[src/rtl/uart_pkg.sv]
// Shared types and constants for the UART receive path.
package uart_pkg;

    typedef enum logic [1:0] {
        IDLE  = 2'b00,
        START = 2'b01,
        DATA  = 2'b10,
        STOP  = 2'b11
    } rx_state_e;

    localparam int unsigned OS_DEF = 16;

    // Stop-bit lengths in s_tick units: 1, 1.5 and 2 stop bits at OS=16.
    localparam int unsigned SB_1  = 16;
    localparam int unsigned SB_15 = 24;
    localparam int unsigned SB_2  = 32;

    function automatic int unsigned max_u(input int unsigned a, input int unsigned b);
        return (a > b) ? a : b;
    endfunction

endpackage

[src/rtl/sync_2ff.sv]
// Two-flop metastability synchronizer for a single asynchronous input.
module sync_2ff #(
    parameter logic RST_VAL = 1'b1
) (
    input  logic clk,
    input  logic rst,
    input  logic d,
    output logic q
);

    logic meta_q;
    logic sync_q;

    always_ff @(posedge clk or negedge rst) begin
        if (!rst) begin
            meta_q <= RST_VAL;
            sync_q <= RST_VAL;
        end else begin
            meta_q <= d;
            sync_q <= meta_q;
        end
    end

    assign q = sync_q;

endmodule

[src/rtl/uart_rx_ctrl.sv]
// UART receive controller: deframes start, D_BIT data bits (LSB first) and stop
// using an oversampling tick, delivering each byte with a done strobe.
module uart_rx_ctrl
    import uart_pkg::*;
#(
    parameter int unsigned D_BIT   = 8,
    parameter int unsigned OS      = OS_DEF,
    parameter int unsigned SB_TICK = SB_1
) (
    input  logic             clk,
    input  logic             rst,
    input  logic             s_tick,
    input  logic             rx,
    output logic [D_BIT-1:0] dout,
    output logic             rx_done_tick,
    output logic             frame_err,
    output logic             busy
);

    localparam int unsigned SW      = $clog2(max_u(OS, SB_TICK));
    localparam int unsigned NW      = $clog2(D_BIT);
    localparam int unsigned HALF_OS = OS / 2 - 1;
    localparam int unsigned LAST_OS = OS - 1;
    localparam int unsigned LAST_SB = SB_TICK - 1;
    localparam int unsigned LAST_N  = D_BIT - 1;

    logic             rx_s;
    rx_state_e        state_q, state_d;
    logic [SW-1:0]    s_q, s_d;
    logic [NW-1:0]    n_q, n_d;
    logic [D_BIT-1:0] shreg_q, shreg_d;
    logic [D_BIT-1:0] dout_q, dout_d;
    logic             done_q, done_d;
    logic             ferr_q, ferr_d;
    logic             busy_q, busy_d;
    logic             stop_smp_q, stop_smp_d;
    logic             stop_val;

    sync_2ff #(.RST_VAL(1'b1)) u_rx_sync (
        .clk (clk),
        .rst (rst),
        .d   (rx),
        .q   (rx_s)
    );

    always_ff @(posedge clk or negedge rst) begin
        if (!rst) begin
            state_q    <= IDLE;
            s_q        <= '0;
            n_q        <= '0;
            shreg_q    <= '0;
            dout_q     <= '0;
            done_q     <= 1'b0;
            ferr_q     <= 1'b0;
            busy_q     <= 1'b0;
            stop_smp_q <= 1'b0;
        end else begin
            state_q    <= state_d;
            s_q        <= s_d;
            n_q        <= n_d;
            shreg_q    <= shreg_d;
            dout_q     <= dout_d;
            done_q     <= done_d;
            ferr_q     <= ferr_d;
            busy_q     <= busy_d;
            stop_smp_q <= stop_smp_d;
        end
    end

    // Stop level seen this cycle if the sample point and frame end coincide.
    assign stop_val = (s_q == SW'(HALF_OS)) ? rx_s : stop_smp_q;

    always_comb begin
        state_d    = state_q;
        s_d        = s_q;
        n_d        = n_q;
        shreg_d    = shreg_q;
        dout_d     = dout_q;
        done_d     = 1'b0;
        ferr_d     = ferr_q;
        stop_smp_d = stop_smp_q;

        case (state_q)
            IDLE: begin
                if (!rx_s) begin
                    state_d = START;
                    s_d     = '0;
                end
            end
            START: begin
                if (s_tick) begin
                    if (s_q == SW'(HALF_OS)) begin
                        // Line back high at start-bit centre: treat as a glitch.
                        if (!rx_s) begin
                            state_d = DATA;
                            s_d     = '0;
                            n_d     = '0;
                        end else begin
                            state_d = IDLE;
                        end
                    end else begin
                        s_d = s_q + SW'(1);
                    end
                end
            end
            DATA: begin
                if (s_tick) begin
                    if (s_q == SW'(LAST_OS)) begin
                        s_d     = '0;
                        shreg_d = {rx_s, shreg_q[D_BIT-1:1]};
                        if (n_q == NW'(LAST_N)) begin
                            state_d = STOP;
                        end else begin
                            n_d = n_q + NW'(1);
                        end
                    end else begin
                        s_d = s_q + SW'(1);
                    end
                end
            end
            STOP: begin
                if (s_tick) begin
                    if (s_q == SW'(HALF_OS)) begin
                        stop_smp_d = rx_s;
                    end
                    if (s_q == SW'(LAST_SB)) begin
                        dout_d  = shreg_q;
                        ferr_d  = ~stop_val;
                        done_d  = 1'b1;
                        state_d = IDLE;
                    end else begin
                        s_d = s_q + SW'(1);
                    end
                end
            end
            default: state_d = IDLE;
        endcase

        busy_d = (state_d != IDLE);
    end

    assign dout         = dout_q;
    assign rx_done_tick = done_q;
    assign frame_err    = ferr_q;
    assign busy         = busy_q;

endmodule

[config.mk]
export PLATFORM = sky130hd
export DESIGN_NAME = uart_rx_ctrl
export DESIGN_NICKNAME = d
export VERILOG_FILES = /design/src/rtl/uart_pkg.sv /design/src/rtl/sync_2ff.sv /design/src/rtl/uart_rx_ctrl.sv
export SDC_FILE = /design/constraint.sdc
export NUM_CORES = 1
export LEC_CHECK = 0
export ABC_AREA = 1
export BUFFER_PORTS_ARGS = -buffer_cell sky130_fd_sc_hd__buf_2
export CAP_MARGIN = 0
export CORE_ASPECT_RATIO = 1.4
export CORE_MARGIN = 4
export CORE_UTILIZATION = 50
export CTS_CLUSTER_DIAMETER = 40
export CTS_CLUSTER_SIZE = 28
export DETAILED_ROUTE_END_ITERATION = 6
export PLACE_DENSITY_LB_ADDON = 0.2
export SYNTH_ARGS = -nofsm -noshare
export SYNTH_HDL_FRONTEND = slang
export SYNTH_HIERARCHICAL = 1
export SYNTH_SLANG_ARGS = --single-unit
[constraint.sdc]
create_clock -name clk -period 1.7 [get_ports clk]
set_clock_uncertainty 0.2 [all_clocks]
set_input_delay 0.34 -clock clk [delete_from_list [all_inputs] [get_ports clk]]
set_output_delay 0.34 -clock clk [all_outputs]
set_load 0.005 [all_outputs]
==> results of run 1 <==
==> per-stage QoR <==
stage | hold WS [ps] | cell area (um2) | std cells | setup slack [ps]
6_report | 156 | 1790 | 241 | 64.1
3_5_place_dp | 150 | 1590 | 230 | 41.4
5_1_grt | 164 | 1790 | 241 | -13.7
2_1_floorplan | -156 | 1470 | 178 | 168
4_1_cts | 159 | 1730 | 240 | 27.4
3_3_place_gp | 149 | 1590 | 230 | 81.7
==> synthesized netlist by cell type (all sizes together) <==
library cell	n
dfrtp	29
nand4	1
xor2	1
inv	24
nand2	59
dfstp	2
nand3	17
o21ai	21
a21oi	1
nor2	18
ha	3
buf	2
==> layout make-up <==
class	count	area, um2	share of cell area [%]
well taps	37	46.3	2.59
clock inverters	2	35.0	1.96
inverters	24	92.6	5.18
clock buffers	6	82.6	4.62
repair buffers	20	120	6.72
flip-flops and latches	31	779	43.6
multi-input cells	121	631	35.3
==> sequential cells by signal, indices dropped and copies added (netlist names) <==
register and count:
busy 1, s_q 4, frame_err 1, state_q 2
n_q 3, u_rx_sync/q 1, rx_done_tick 1, shreg_q 8
u_rx_sync/meta_q 1, dout 8, stop_smp_q 1
==> metal layers <==
metal  wire (um)  share of wire (%)  vias up  track usage [%]
li1            -                  -      605                -
met1        1150                 40      559             18.4
met2        1540                 54       23             29.1
met3         110                3.9        7             4.31
met4          55                1.9        0             7.67
met5           0                  0        -                0
==> timing repair <==
item | in CTS | in global routing
hold endpoints to repair | 30 | 0
resized for setup | 0 | 16
setup endpoints to repair | 0 | 28
setup buffers | 0 | 1
hold buffers | 2 | 0
==> worst max-delay path, cell delays in order (launching register included) <==
cell and delay, ps:
dfrtp_1 400, ha_1 210, ha_1 200, nand3_2 90, inv_1 50, nand2_1 60, nand2_1 70, nor2_2 100
nand3_1 120
==> kinds of logic (layout without fill, tap and decap cells) <==
family / count (synthesis) / count (layout)
AND/OR/NAND/NOR: 95 / 95
flip-flops: 31 / 31
buffers and inverters: 26 / 52
AO/OA/AOI/OAI: 22 / 22
adder cells (fa/ha/maj): 3 / 3
XOR/XNOR: 1 / 1
==> power by group <==
| group | switching, mW | internal [mW] |
|---|---|---|
| sequential | 0.126 | 0.846 |
| clock | 0.258 | 0.473 |
| combinational | 0.402 | 0.234 |
| total | 0.786 | 1.55 |
==> worst paths after layout <==
check	endpoint	slack (ps)	depth (start not counted)
hold / removal	u_rx_sync/q	160	0
setup / recovery	busy	60	8
setup reg to reg	busy	60	8
hold reg to reg	u_rx_sync/q	160	0
min in group asynchronous	dout[6]	390	3
max in group asynchronous	u_rx_sync/meta_q	590	3
==> impl_metrics.ini, run 1 <==
[critical_path]
start_kind = flip-flop
worst_ep_arrival_time_ps = 1570
cp_max_fo = 3
startpoint = n_q[0]
reg2reg_from = n_q[0]
worstPathRequired_ps = 1640
critPathCaptureType = flip-flop
worstSetupPathType = flip-flop to flip-flop

[route]
vias = 1194
wl_per_cell_um = 11.8
drtIter0Drc = 44
antenna_left = 0
drcViolationCount = 0
dr.pass1.iters = 4
vias_per_cell = 4.95
drt_wl_total_mm = 2.85

[clocking]
clk_latency_ps = 280
cts_tree = yes
cts_root_buf = clkbuf_8
clk_pin_slew_ps = 60
cts.sinks = 31
htree_levels = 2
cts_buffer_depth = 2
cts_buffers = 5

[global_route]
grt_pass1_vias = 1141
antenna_found_initial = 0
grt_usage_pct = 16.8
grt_remaining_overflow = 0
grt_pass1_wl_mm = 4.74
grt_max_degree = 32

[timing]
relSlewSlack_pct = 74.7
rsz0062_at_grt = true
fin_setup_tns_ps = 0
max_slew.worst_pin.slew_ps = 379
setup_viol = 0
drv_slew = 0
finalCritPeriodShare_pct = 96.2
hold_viol = 0
min_period_ps = 1640
fmax_mhz = 611

[floorplan]
io_pins = 15
die_area_um2 = 3890
initial_core_util_pct = 51.7
coreArea_um2 = 2850
fp.dieH_um = 72.2
die_x_um = 53.9
rows = 23

[pwr]
max-vdd-ir-drop_mv = 0.967
p_per_area_nw_per_um2 = 1310
p_total_mw = 2.34
p_leak_nw = 0.941

[synth]
ys_seq_area_share_pct = 52.8
synth-simple-area-share_pct = 27.2
synth.area.mux_share_pct = 0
yosys.area.top_type = dfrtp_1
syn_area_per_cell_um2 = 8.28
synth_xor_area_share_pct = 0.594
synth_cell_types = 18
netlist.area_leader.share_pct = 49.2
synth_nets = 185
synth_seq_cells = 31
synth_compound_area_share_pct = 9.25
synth_area_um2 = 1470
ys_top_cells_by_area = dfrtp_1 49%, nand2_1 14%, inv_1 5.9%
ys_warn_count = 6
syn_inst = 178
synth_top_family_by_area = simple AND/OR/NAND/NOR gates
synthAdderAreaFrac_pct = 2.55

[layout]
drive_gt1_share_pct = 25.5
nNetsFinal = 210
final_cell_mix = 53 x nand2_1, 28 x dfrtp_1, 23 x inv_1, 15 x nand3_1, 14 x buf_2
finish.utilization_pct = 62.7
synthToLayoutAreaGrowth_pct = 21.2
fill_cells = 241
mostFrequentLayoutCell = nand2_1
antenna_cells = 0

[placed_design]
place.port_buffers = 14
place_congestion = 0.834
place_hpwl_mm = 2.04

[min_path]
hold_class = flip-flop to flip-flop
min_from = u_rx_sync/meta_q

[outcome]
status = finished, final reports clean

[job]
drv_cap = 0
Note: power is estimated with default switching activity, not from simulation.
==> run 2, diff against run 1 <==
--- a/config.mk
+++ b/config.mk
@@ -5,7 +5,6 @@
 export SDC_FILE = /design/constraint.sdc
 export NUM_CORES = 1
 export LEC_CHECK = 0
-export ABC_AREA = 1
 export BUFFER_PORTS_ARGS = -buffer_cell sky130_fd_sc_hd__buf_2
 export CAP_MARGIN = 0
 export CORE_ASPECT_RATIO = 1.4
==> run 2 against run 1 <==
  * Largest power group unchanged
  * Sequential cell count unchanged
  * The run now ends with setup timing left
  * Clock-buffer cell count up 1
  * Synthesized area up 0.76%
  * Highest routed layer unchanged
  * Die area up 0.67%
  * Critical path depth down 2
  * Largest cell class unchanged
==> impl_metrics.ini, run 2 <==
[route]
vias_per_cell = 5.31
drt_wl_total_mm = 2.80
vias = 1062
drcViolationCount = 0
wl_per_cell_um = 14.0
drtIter0Drc = 23
antenna_left = 0
dr.pass1.iters = 4

[synth]
synth_edf_count = 0
yosys.area.top_type = dfrtp_1
synth_seq_cells = 31
yosysMostFrequentCell = dfrtp_1
ys_top_cells_by_area = dfrtp_1 49%, mux2_2 9.9%, mux2_4 7.1%
async_flop_share_pct = 100
synth_cell_types = 35
synth_xor_area_share_pct = 0
syn_area_per_cell_um2 = 12.3
netlist.area_leader.share_pct = 48.9
synthFlopType = dfrtp_1
synthAdderAreaFrac_pct = 2.53
yosys-top-cells-count = 29 x dfrtp_1, 13 x mux2_2, 9 x nor2_1
synth_compound_area_share_pct = 8.42
synth.area.mux_share_pct = 18.3
ys_warn_count = 6
synth-simple-area-share_pct = 13.6
synth_nets = 128
syn_inst = 121
synth_area_um2 = 1490
ys_seq_area_share_pct = 52.4
synth_top_family_by_area = multiplexers

[clocking]
clk_latency_ps = 270
htree_levels = 2
cts_root_buf = clkbuf_8
cts.sinks = 31
cts_buffers = 5
cts_tree = yes
clk_pin_slew_ps = 60
cts_buffer_depth = 2

[timing]
drv_slew = 0
finalCritPeriodShare_pct = 100
finalHoldWorstSlack_ps = 156
relSlewSlack_pct = 73.1
rsz0062_at_grt = true
fmax_mhz = 586
min_period_ps = 1710
fin_setup_tns_ps = -21.4
setup_viol = 7
hold_viol = 0
setup_slack_ps = -7.62
max_slew.worst_pin.slew_ps = 404

[floorplan]
die_area_um2 = 3920
rows = 23
die_x_um = 54.1
coreArea_um2 = 2850
initial_core_util_pct = 52.1
io_pins = 15
fp.dieH_um = 72.5

[critical_path]
worstSetupPathType = flip-flop to flip-flop
critPathBufInv = 1
cp_top_family = simple AND/OR/NAND/NOR gates
start_kind = flip-flop
critPathMaxStageDelay_ps = 390
cpMaxStageDelayCell = dfrtp_1
worstPathRequired_ps = 1660
cp_max_fo = 4
path_cells = ha_4, and3_4, nand2_4, nor2_4, buf_6, mux2_4
critPathCaptureType = flip-flop
worst_ep_arrival_time_ps = 1670

[layout]
drive_gt1_share_pct = 48.5
seq_area_um2 = 779
synthToLayoutAreaGrowth_pct = 30.1
fill_cells = 208
multi_input_area_um2 = 697
antenna_cells = 0
mostFrequentLayoutCell = dfrtp_1
nNetsFinal = 169
final_cell_mix = 28 x dfrtp_1, 17 x buf_4, 16 x mux2_4, 14 x buf_2, 9 x nor2_1

[global_route]
grt_pass1_wl_mm = 4.89
grt_max_degree = 32
antenna_found_initial = 0
grt_usage_pct = 17.3
grt_pass1_vias = 1111
grt_remaining_overflow = 0

[job]
drv_cap = 0

[placed_design]
place_hpwl_mm = 1.98
dpl_worst_slack_ps = -36.2
place_congestion = 0.765
place.port_buffers = 14

[outcome]
violations = setup timing
status = finished, violations left

[pwr]
p_per_area_nw_per_um2 = 1200
max-vdd-ir-drop_mv = 0.803
p_total_mw = 2.32
p_leak_nw = 0.946

[min_path]
hold_class = flip-flop to flip-flop
-- run 2: changes by cell type after synthesis, moves of 3 or more --
cell	change
a21oi_1	+7
nand2_2	-3
nor2_1	-6
mux2_4	+7
nand2_1	-49
o21ai_0	-3
inv_1	-17
nand2b_1	+3
o21ai_1	-8
o21ai_2	-6
buf_2	+3
nand3_1	-14
mux2_2	+13
-- run 2: layer usage --
| layer | global-route usage, % | part of all wire, % | vias to the layer above |
|---|---|---|---|
| li1 | - | - | 507 |
| met1 | 20.2 | 41 | 521 |
| met2 | 27.6 | 53 | 30 |
| met3 | 5.34 | 5.0 | 4 |
| met4 | 9.14 | 1.4 | 0 |
| met5 | 0 | 0 | - |
-- run 2: worst paths after layout --
check	from	endpoint	slack, ps	cells past startpoint
min in group asynchronous	rst	dout[5]	410	3
hold reg to reg	u_rx_sync/meta_q	u_rx_sync/q	160	0
max in group asynchronous	rst	u_rx_sync/q	580	3
setup reg to reg	s_q[1]	dout[3]	-8	6
setup / recovery	s_q[1]	dout[3]	-8	6
hold / removal	u_rx_sync/meta_q	u_rx_sync/q	160	0
-- run 2: layout make-up --
cell class              instances  share of cell area (%)
flip-flops and latches         31                    40.3
multi-input cells              78                    36.1
clock buffers                   7                    3.95
well taps                      37                    2.40
inverters                       6                    1.17
repair buffers                 40                    15.8
clock inverters                 1                   0.259
-- run 2: kinds of logic (layout without fill, tap and decap cells) --
family,Yosys count,count (layout)
muxes,22,22
buffers and inverters,12,54
AOI/OAI and AO/OA,19,19
and+or+nand+nor,34,34
DFF,31,31
adders and majority gates,3,3
-- run 2: report_power, final --
| group | internal [mW] | total, mW | switching, mW |
|---|---|---|---|
| logic | 0.426 | 0.830 | 0.404 |
| registers | 0.837 | 0.959 | 0.122 |
| clock network | 0.286 | 0.531 | 0.245 |
| total | 1.55 | 2.32 | 0.770 |
-- run 2: what timing repair did --
action                                  in CTS  in global routing
endpoints found under the hold margin       30                  0
hold buffers                                 2                  0
gates resized for setup                     16                  6
endpoints found under the setup margin      19                 24
buffers inserted                             6                  1
pin swaps                                    5                  4
-- run 2: through the flow --
step	cell area [um2]	std cells	util, %
final	1930	200	67.8
after detailed placement	1690	183	59.5
after global routing	1930	200	67.8
after global placement	1690	183	59.5
after CTS	1910	199	66.9
after floorplan	1500	121	-
